File: config.mk
export PLATFORM = sky130hd
export DESIGN_NAME = load_store_unit
export DESIGN_NICKNAME = d
export VERILOG_FILES = /design/src/rtl/lsu_pkg.sv /design/src/rtl/lsu_byte_lane.sv /design/src/rtl/load_store_unit.sv
export SDC_FILE = /design/constraint.sdc
export NUM_CORES = 1
export LEC_CHECK = 0
export ABC_AREA = 1
export CORE_UTILIZATION = 40
export DETAILED_ROUTE_END_ITERATION = 6
export PLACE_DENSITY = 0.69
export SLEW_MARGIN = 20
export SYNTH_ARGS = -nofsm -noshare
export SYNTH_HDL_FRONTEND = slang
export SYNTH_HIERARCHICAL = 1
export SYNTH_SLANG_ARGS = --single-unit
export TNS_END_PERCENT = 50
File: constraint.sdc
create_clock -name clk -period 3 [get_ports clk]
set_input_delay 0.6 -clock clk [delete_from_list [all_inputs] [get_ports clk]]
set_output_delay 0.6 -clock clk [all_outputs]
set_load 0.02 [all_outputs]
File: src/rtl/lsu_pkg.sv
// lsu_pkg: access-size encodings, FSM states and misalignment check for the load/store unit
package lsu_pkg;
  localparam logic [1:0] SIZE_BYTE = 2'b00;
  localparam logic [1:0] SIZE_HALF = 2'b01;
  localparam logic [1:0] SIZE_WORD = 2'b10;
  typedef enum logic [2:0] {
    IDLE   = 3'd0,
    RD     = 3'd1,
    RMW_RD = 3'd2,
    WR     = 3'd3,
    RESP   = 3'd4
  } state_t;
  function automatic logic misaligned(input logic [1:0] size, input logic [1:0] offset);
    return (size == SIZE_HALF && offset[0]) || (size == SIZE_WORD && offset != 2'b00) || size == 2'b11;
  endfunction
endpackage

File: src/rtl/lsu_byte_lane.sv
// lsu_byte_lane: little-endian lane extract/extend for loads and lane merge for sub-word stores
module lsu_byte_lane
  import lsu_pkg::*;
(
  input  logic [31:0] word,
  input  logic [1:0]  offset,
  input  logic [1:0]  size,
  input  logic        is_unsigned,
  input  logic [31:0] wdata,
  output logic [31:0] rdata,
  output logic [31:0] merged
);
  logic [7:0]  b;
  logic [15:0] h;
  always_comb begin
    b = word[{offset, 3'b000} +: 8];
    h = offset[1] ? word[31:16] : word[15:0];
    rdata = size == SIZE_BYTE ? {{24{~is_unsigned & b[7]}}, b} :
            size == SIZE_HALF ? {{16{~is_unsigned & h[15]}}, h} : word;
    merged = word;
    if (size == SIZE_BYTE) merged[{offset, 3'b000} +: 8] = wdata[7:0];
    else if (size == SIZE_HALF) merged[{offset[1], 4'b0000} +: 16] = wdata[15:0];
    else merged = wdata;
  end
endmodule

File: src/rtl/load_store_unit.sv
// load_store_unit: MEM-stage request/response to word-wide DataMemory with sub-word RMW and misalignment errors
module load_store_unit
  import lsu_pkg::*;
#(
  parameter int ADDR_W = 32,
  parameter int DATA_W = 32
) (
  input  logic              clk,
  input  logic              rst_n,
  input  logic              req_valid,
  output logic              req_ready,
  input  logic              req_write,
  input  logic [1:0]        req_size,
  input  logic              req_unsigned,
  input  logic [ADDR_W-1:0] req_addr,
  input  logic [DATA_W-1:0] req_wdata,
  output logic              rsp_valid,
  input  logic              rsp_ready,
  output logic [DATA_W-1:0] rsp_rdata,
  output logic              rsp_misaligned,
  output logic [ADDR_W-1:0] mem_address,
  output logic [DATA_W-1:0] mem_writeData,
  output logic              mem_writeEnable,
  output logic              mem_readEnable,
  input  logic [DATA_W-1:0] mem_readData
);
  state_t            state;
  logic [1:0]        size_q;
  logic              uns_q;
  logic [ADDR_W-1:0] addr_q;
  logic [DATA_W-1:0] wr_word;
  logic [DATA_W-1:0] lane_rdata;
  logic [DATA_W-1:0] lane_merged;
  logic              mis;
  assign mis             = misaligned(req_size, req_addr[1:0]);
  assign req_ready       = state == IDLE;
  assign rsp_valid       = state == RESP;
  assign mem_readEnable  = state == RD || state == RMW_RD;
  assign mem_writeEnable = state == WR;
  assign mem_address     = {addr_q[ADDR_W-1:2], 2'b00};
  assign mem_writeData   = wr_word;
  // wr_word holds the raw store data until RMW_RD replaces it with the merged word
  lsu_byte_lane u_lane (
    .word       (mem_readData),
    .offset     (addr_q[1:0]),
    .size       (size_q),
    .is_unsigned(uns_q),
    .wdata      (wr_word),
    .rdata      (lane_rdata),
    .merged     (lane_merged)
  );
  always_ff @(posedge clk or negedge rst_n) begin
    if (!rst_n) begin
      state          <= IDLE;
      size_q         <= 2'b00;
      uns_q          <= 1'b0;
      addr_q         <= '0;
      wr_word        <= '0;
      rsp_rdata      <= '0;
      rsp_misaligned <= 1'b0;
    end else begin
      case (state)
        IDLE: if (req_valid) begin
          size_q         <= req_size;
          uns_q          <= req_unsigned;
          addr_q         <= req_addr;
          wr_word        <= req_wdata;
          rsp_rdata      <= '0;
          rsp_misaligned <= mis;
          state          <= mis ? RESP : !req_write ? RD : req_size == SIZE_WORD ? WR : RMW_RD;
        end
        RD: begin
          rsp_rdata <= lane_rdata;
          state     <= RESP;
        end
        RMW_RD: begin
          wr_word <= lane_merged;
          state   <= WR;
        end
        WR:      state <= RESP;
        RESP:    if (rsp_ready) state <= IDLE;
        default: state <= IDLE;
      endcase
    end
  end
endmodule

# Word level (Yosys, flattened, before mapping)
# Index checks and enable logic that the tools add are counted.
[totals]
output_inout_bits = 101
in_bits = 104
regBits = 103
word_cells = 60
[op_classes]
reduce_logical = 15
mux = 17
add_sub_neg = 2
shift = 5
bitwise = 3
eq_ne = 11
[ops]
columns = ["operator", "n"]
rows = [
  ["$mux 32", 6],
  ["$pmux 32 s2", 2],
  ["$bwmux 32", 2],
  ["$shift 16x7->32 const A", 1],
  ["$shift 8x7->32 const A", 1],
  ["$shiftx 16x7->32", 1],
  ["$shiftx 32x6->8", 1],
  ["$shiftx 8x7->32", 1],
  ["$mux 16", 1],
  ["$neg 5->7", 2],
  ["$pmux 3 s4", 1],
  ["$mux 3", 3],
  ["$eq 3x2->1 const B", 2],
  ["$reduce_and 2->1", 3],
  ["$reduce_bool 2->1", 3],
  ["$eq 2x1->1 const B", 2],
  ["$eq 2x2->1 const B", 2],
  ["$eq 3x1->1 const B", 1],
  ["$eq 3x3->1 const B", 1],
  ["$logic_not 3->1", 1],
  ["$logic_or 1x1->1", 3],
  ["$ne 3x1->1 const B", 1],
  ["$reduce_and 3->1", 1],
  ["$and 1x1->1", 2],
  ["8 further kinds", 9],
]

# Longest topological paths before layout
[depth]
word_depth = 7
mapped_depth = 14
depth_no_buf = 11

# Modules after synthesis
# Netlist, hierarchy kept.
[by_module_without_submodules]
columns = ["mod", "cells_per_inst", "instances", "seq_area_each_um2", "area_per_inst_um2"]
rows = [
  ["load_store_unit", 536, 1, 2577.5, 4609.4],
  ["lsu_byte_lane", 595, 1, 0.0, 2598.7],
]

# Worst setup path before layout
# No wires, ideal clock.
[synth_timing]
kind = "register -> register"
start = "reg addr_q[0]"
end = "reg wr_word[22], in the netlist mem_writeData[22]"
required_time_ps = 2931
t_arrival_ps = 1964
setup_slack_ps = 967
synth_period_minus_slack_ps = 2033
path_buffers = 2
stages_incl_launch_ff = 13
setup_time_ps = 69
path_cell_list = "dfrtp_1 buf_2 inv_1 buf_2 ha_1 clkinv_1 nor2_1 nand3_1 nand2_1 nand2_1 nand2_1 nand4_1 nand3_1"
[synth_via]
elab_chain_cells = 5
elab_cells_between_ends = 6
cone_classes = "add/sub (1); shift (2); mux (3)"
[synth_lines]
columns = ["item", "line", "text"]
rows = [
  ["start, declared", "load_store_unit.sv:30", "logic [ADDR_W-1:0] addr_q;"],
  ["start signal, assigned", "load_store_unit.sv:66", "addr_q <= req_addr;"],
  ["$neg 5->7 *", "lsu_byte_lane.sv:21", "if (size == SIZE_BYTE) merged[{offset, 3'b000} +: 8] = wdata[7:0];"],
  ["$shiftx 8x7->32 or $shift 8x7->32 (tied branches)", "lsu_byte_lane.sv:21", ""],
  ["$bwmux 32 *", "lsu_byte_lane.sv:21", ""],
  ["$mux 32 *", "lsu_byte_lane.sv:21", ""],
  ["named net lane_merged[22]", "load_store_unit.sv:33", "logic [DATA_W-1:0] lane_merged;"],
  ["$pmux 32 s2 *", "load_store_unit.sv:62", "case (state)"],
  ["end signal, assigned", "load_store_unit.sv:67", "wr_word <= req_wdata;"],
  ["end signal, assigned", "load_store_unit.sv:77", "wr_word <= lane_merged;"],
  ["end, declared", "load_store_unit.sv:31", "logic [DATA_W-1:0] wr_word;"],
]
# The timed path passes the listed nets; every way through them passes the cells marked *.
# A chain may end at the register's enable or synchronous reset.

# Worst setup path in the final report
[layout_timing]
start = "reg state[2]"
end = "out mem_readEnable"
[layout_via]
elab_chain_cells = 2
elab_cells_between_ends = 3
cone_classes = "eq/ne (2); reduce/logical (1)"
[layout_lines]
columns = ["item", "line", "text"]
rows = [
  ["start, declared", "load_store_unit.sv:27", "state_t state;"],
  ["start signal, assigned", "load_store_unit.sv:70", "state <= mis ? RESP : !req_write ? RD : req_size == SIZE_WORD ? WR : RMW_RD;"],
  ["$eq 3x1->1 or $eq 3x2->1 (tied branches)", "load_store_unit.sv:38", "assign mem_readEnable = state == RD || state == RMW_RD;"],
  ["$logic_or 1x1->1 *", "load_store_unit.sv:38", ""],
  ["end, declared", "load_store_unit.sv:24", "output logic mem_readEnable,"],
]
# Every way passes the cells marked *; elsewhere a longest branch is shown, timed or not.

==> flow_summary.toml <==
[sta]
worst_slew_pin_slew_ps = 761
drv_slew = 0
hold-worst-slack_ps = 305
max_freq_ghz = 0.364
min_period_ps = 2750
final-hold-violation-count = 0
slew_headroom_pct = 49.3
fin_crit_sh_pct = 91.6
grt_setup_unrepaired = "false"
tns_ps = 0
fin_skew_ps = 6.97
finalSetupViolCount = 0

[clock_tree]
postCtsSetupRepairBufs = 0
h-tree-depth = 3
cts_hold_buffers = 0
clock-sinks = 103
cts.root.buffer_cell = "clkbuf_16"
clock_latency_ps = 360
cts_inserted_buffers = 9
clkTransAtPathRegs_ps = 80
cts_resized = 0
cts_buffer_depth = 2
cts_tree = "done"

[grt]
grt_usage_pct = 25.9
grt_antenna_before_repair = 0
grt_pass1_vias = 7141
grt.overflow.total = 0
grt_max_degree = 57
grt_pass1_wl_um = 37000

[critical_path]
worst_setup_path_start_kind = "flip-flop"
critPathMaxFanout = 33
cp-end-kind = "output pin"
cp.required_ps = 2400
r2r-start = "addr_q[0]$_DFFE_PN0P_"
critical_path_class = "reg2out"
crit_buf_inv = 3
worst_path_max_delay_cell = "clkdlybuf4s50_1"
timing.rr.end = "mem_writeData[12]$_DFFE_PN0P_"
worstRegToRegCells = 11
regToRegSetupSlack_ps = 760
max_stage_delay_ps = 640
crit_arrival_ps = 2150
crit_chain = "inv_2, buf_4, nand3_1, o21ai_0, clkdlybuf4s50_1"
crit_family = "buffers and inverters"

[outcome]
status = "completed"

[yosys]
synth-edff-count = 0
synth_top_area_share_pct = 35.8
syn_area_per_cell_um2 = 6.37
synth_ff_type = "dfrtp_1"
yosys.cell_types.count = 28
synth_area_leaders = "dfrtp_1 36%, nand2_1 30%, nand3_1 9.3%"
ys_top_cells_by_count = "574 x nand2_1, 134 x nand3_1, 103 x dfrtp_1, 89 x inv_1, 44 x buf_4"
post-synth-top-count-cell = "nand2_1"
synthAdderAreaFrac_pct = 0.868
yosysWarnings = 6
synth_simple_gate_area_share_pct = 46.3
ys_seq_elements = 103
yosysSeqAreaShare_pct = 35.8
synth_cells = 1131
netlist_area_mm2 = 0.00721
synth_top_family_by_area = "simple AND/OR/NAND/NOR gates"
synthArstFlopShare_pct = 100
synthXorXnorAreaFrac_pct = 0
yosysTopAreaCell = "dfrtp_1"
synth.mux.area_fraction_pct = 0
synth-compound-area-share_pct = 3.37

[cells_and_area]
antennaDiodeCount = 0
layoutNonFillerInstCount = 1501
final_layout_size_suffix_gt1_share_pct = 4.70
nets = 1380
seq_area_mm2 = 0.00258
multi_input_area_mm2 = 0.00365
utilization_pct = 53.8
fillers = 1758
area_growth_pct = 30.4

[placement]
gp_congestion = 0.983
place_inst = 1485
dpl.hpwl_um = 17600
port_buffers = 202

[power]
ir_drop_uv = 602
total_power_mw = 10.2
p_leak_nw = 5.05
power_density_mw_per_mm2 = 1090

[routing]
first_pass_iters = 6
wl_met1_um = 10300
drt-total-wl_um = 23600
ant_nets = 0
top_layer = "met4"
dr_wl_met3_um = 1730
wl_met2_um = 10800
avgRoutedWirePerCell_um = 15.7
drc = 0
viasPerCell = 5.13
drt_iter0_markers = 695
vias = 7700

[floorplan]
io_pins = 205
initial_core_util_pct = 41.2
die_area_mm2 = 0.0186
chipHeight_um = 136
die_w_um = 136
core_mm2 = 0.0175
fp-row-count = 48

[worst_hold_path]
min-delay-path-class = "in2async"

[run]
drv_cap = 0
==> worst max-delay path by stage <==
stage | slack [ps] | start | cells past startpoint | to
after global placement | 680 | state[2]$_DFFE_PN0P_ | 5 | mem_readEnable
after floorplan | 970 | addr_q[0]$_DFFE_PN0P_ | 12 | mem_writeData[22]$_DFFE_PN0P_
after detailed placement | 610 | mem_readData[31] | 7 | rsp_rdata[8]$_DFFE_PN0P_
final | 250 | state[2]$_DFFE_PN0P_ | 5 | mem_readEnable
after CTS | 230 | state[2]$_DFFE_PN0P_ | 5 | mem_readEnable
after global routing | 140 | state[2]$_DFFE_PN0P_ | 5 | mem_readEnable
==> state kept, by name, summed over array words and instances (netlist names) <==
name            cells
rsp_misaligned      1
state               3
size_q              2
uns_q               1
rsp_rdata          32
mem_writeData      32
addr_q             32
==> per-layer routing <==
layer	GRT usage, %	up-vias
met5	0	-
met4	12.8	0
met3	3.32	49
met2	40.0	362
met1	35.4	3516
li1	-	3773
==> placed cells by master (no fill, tap or decap), types with 2 or more instances in the layout <==
| master | netlist | routed |
|---|---|---|
| nor2_1 | 22 | 22 |
| nand4_1 | 40 | 40 |
| a21oi_1 | 6 | 6 |
| nand2_1 | 574 | 574 |
| clkdlybuf4s50_1 | 0 | 201 |
| inv_1 | 89 | 89 |
| nand3_1 | 134 | 134 |
| o21ai_0 | 20 | 20 |
| clkbuf_16 | 0 | 9 |
| a21boi_0 | 6 | 6 |
| clkinv_4 | 0 | 2 |
| conb_1 | 1 | 2 |
| ha_1 | 5 | 5 |
| a22oi_1 | 8 | 8 |
| buf_4 | 44 | 21 |
| nand2_2 | 3 | 3 |
| inv_2 | 5 | 5 |
| nor2_4 | 7 | 7 |
| buf_12 | 0 | 2 |
| clkinv_1 | 4 | 4 |
| dfrtp_1 | 103 | 103 |
==> where the power goes <==
| group | switching, mW | leakage, nW | internal [mW] |
|---|---|---|---|
| registers | 0.552 | 1.32 | 2.00 |
| clock network | 0.591 | 0.151 | 0.667 |
| logic | 4.03 | 3.58 | 2.39 |
| total | 5.17 | 5.05 | 5.06 |
==> cells by family (layout without fill, tap and decap cells) <==
logic type,after synthesis,count (layout)
other,1,2
AO/OA/AOI/OAI,41,41
buffers and inverters,194,338
AND/OR/NAND/NOR,787,787
flip-flops,103,103
adder cells (fa/ha/maj),5,5
==> area by class of cell <==
type / count / area share, %
well taps: 225 / 2.99
flip-flops and latches: 103 / 27.4
clock buffers: 9 / 2.40
multi-input cells: 835 / 38.8
clock inverters: 7 / 0.971
repair buffers: 224 / 23.5
inverters: 98 / 3.91
==> worst register-to-register path: stages, from the launching register on <==
cell and delay, ps:
dfrtp_1 350, inv_1 210, ha_1 330, clkinv_1 190
nand2_1 70, nor2_1 420, nand2_1 150, nand2_1 80
nand2_1 40, nand2_1 130, nand4_1 110, nand3_1 110
==> per-stage QoR <==
| stage | area [um^2] | setup WS [ps] |
|---|---|---|
| floorplan | 7210 | 967 |
| global placement | 9090 | 682 |
| detailed placement | 9090 | 613 |
| CTS | 9400 | 233 |
| global route | 9400 | 139 |
| finish | 9400 | 252 |
No activity file was read; power rests on OpenSTA's default activity.
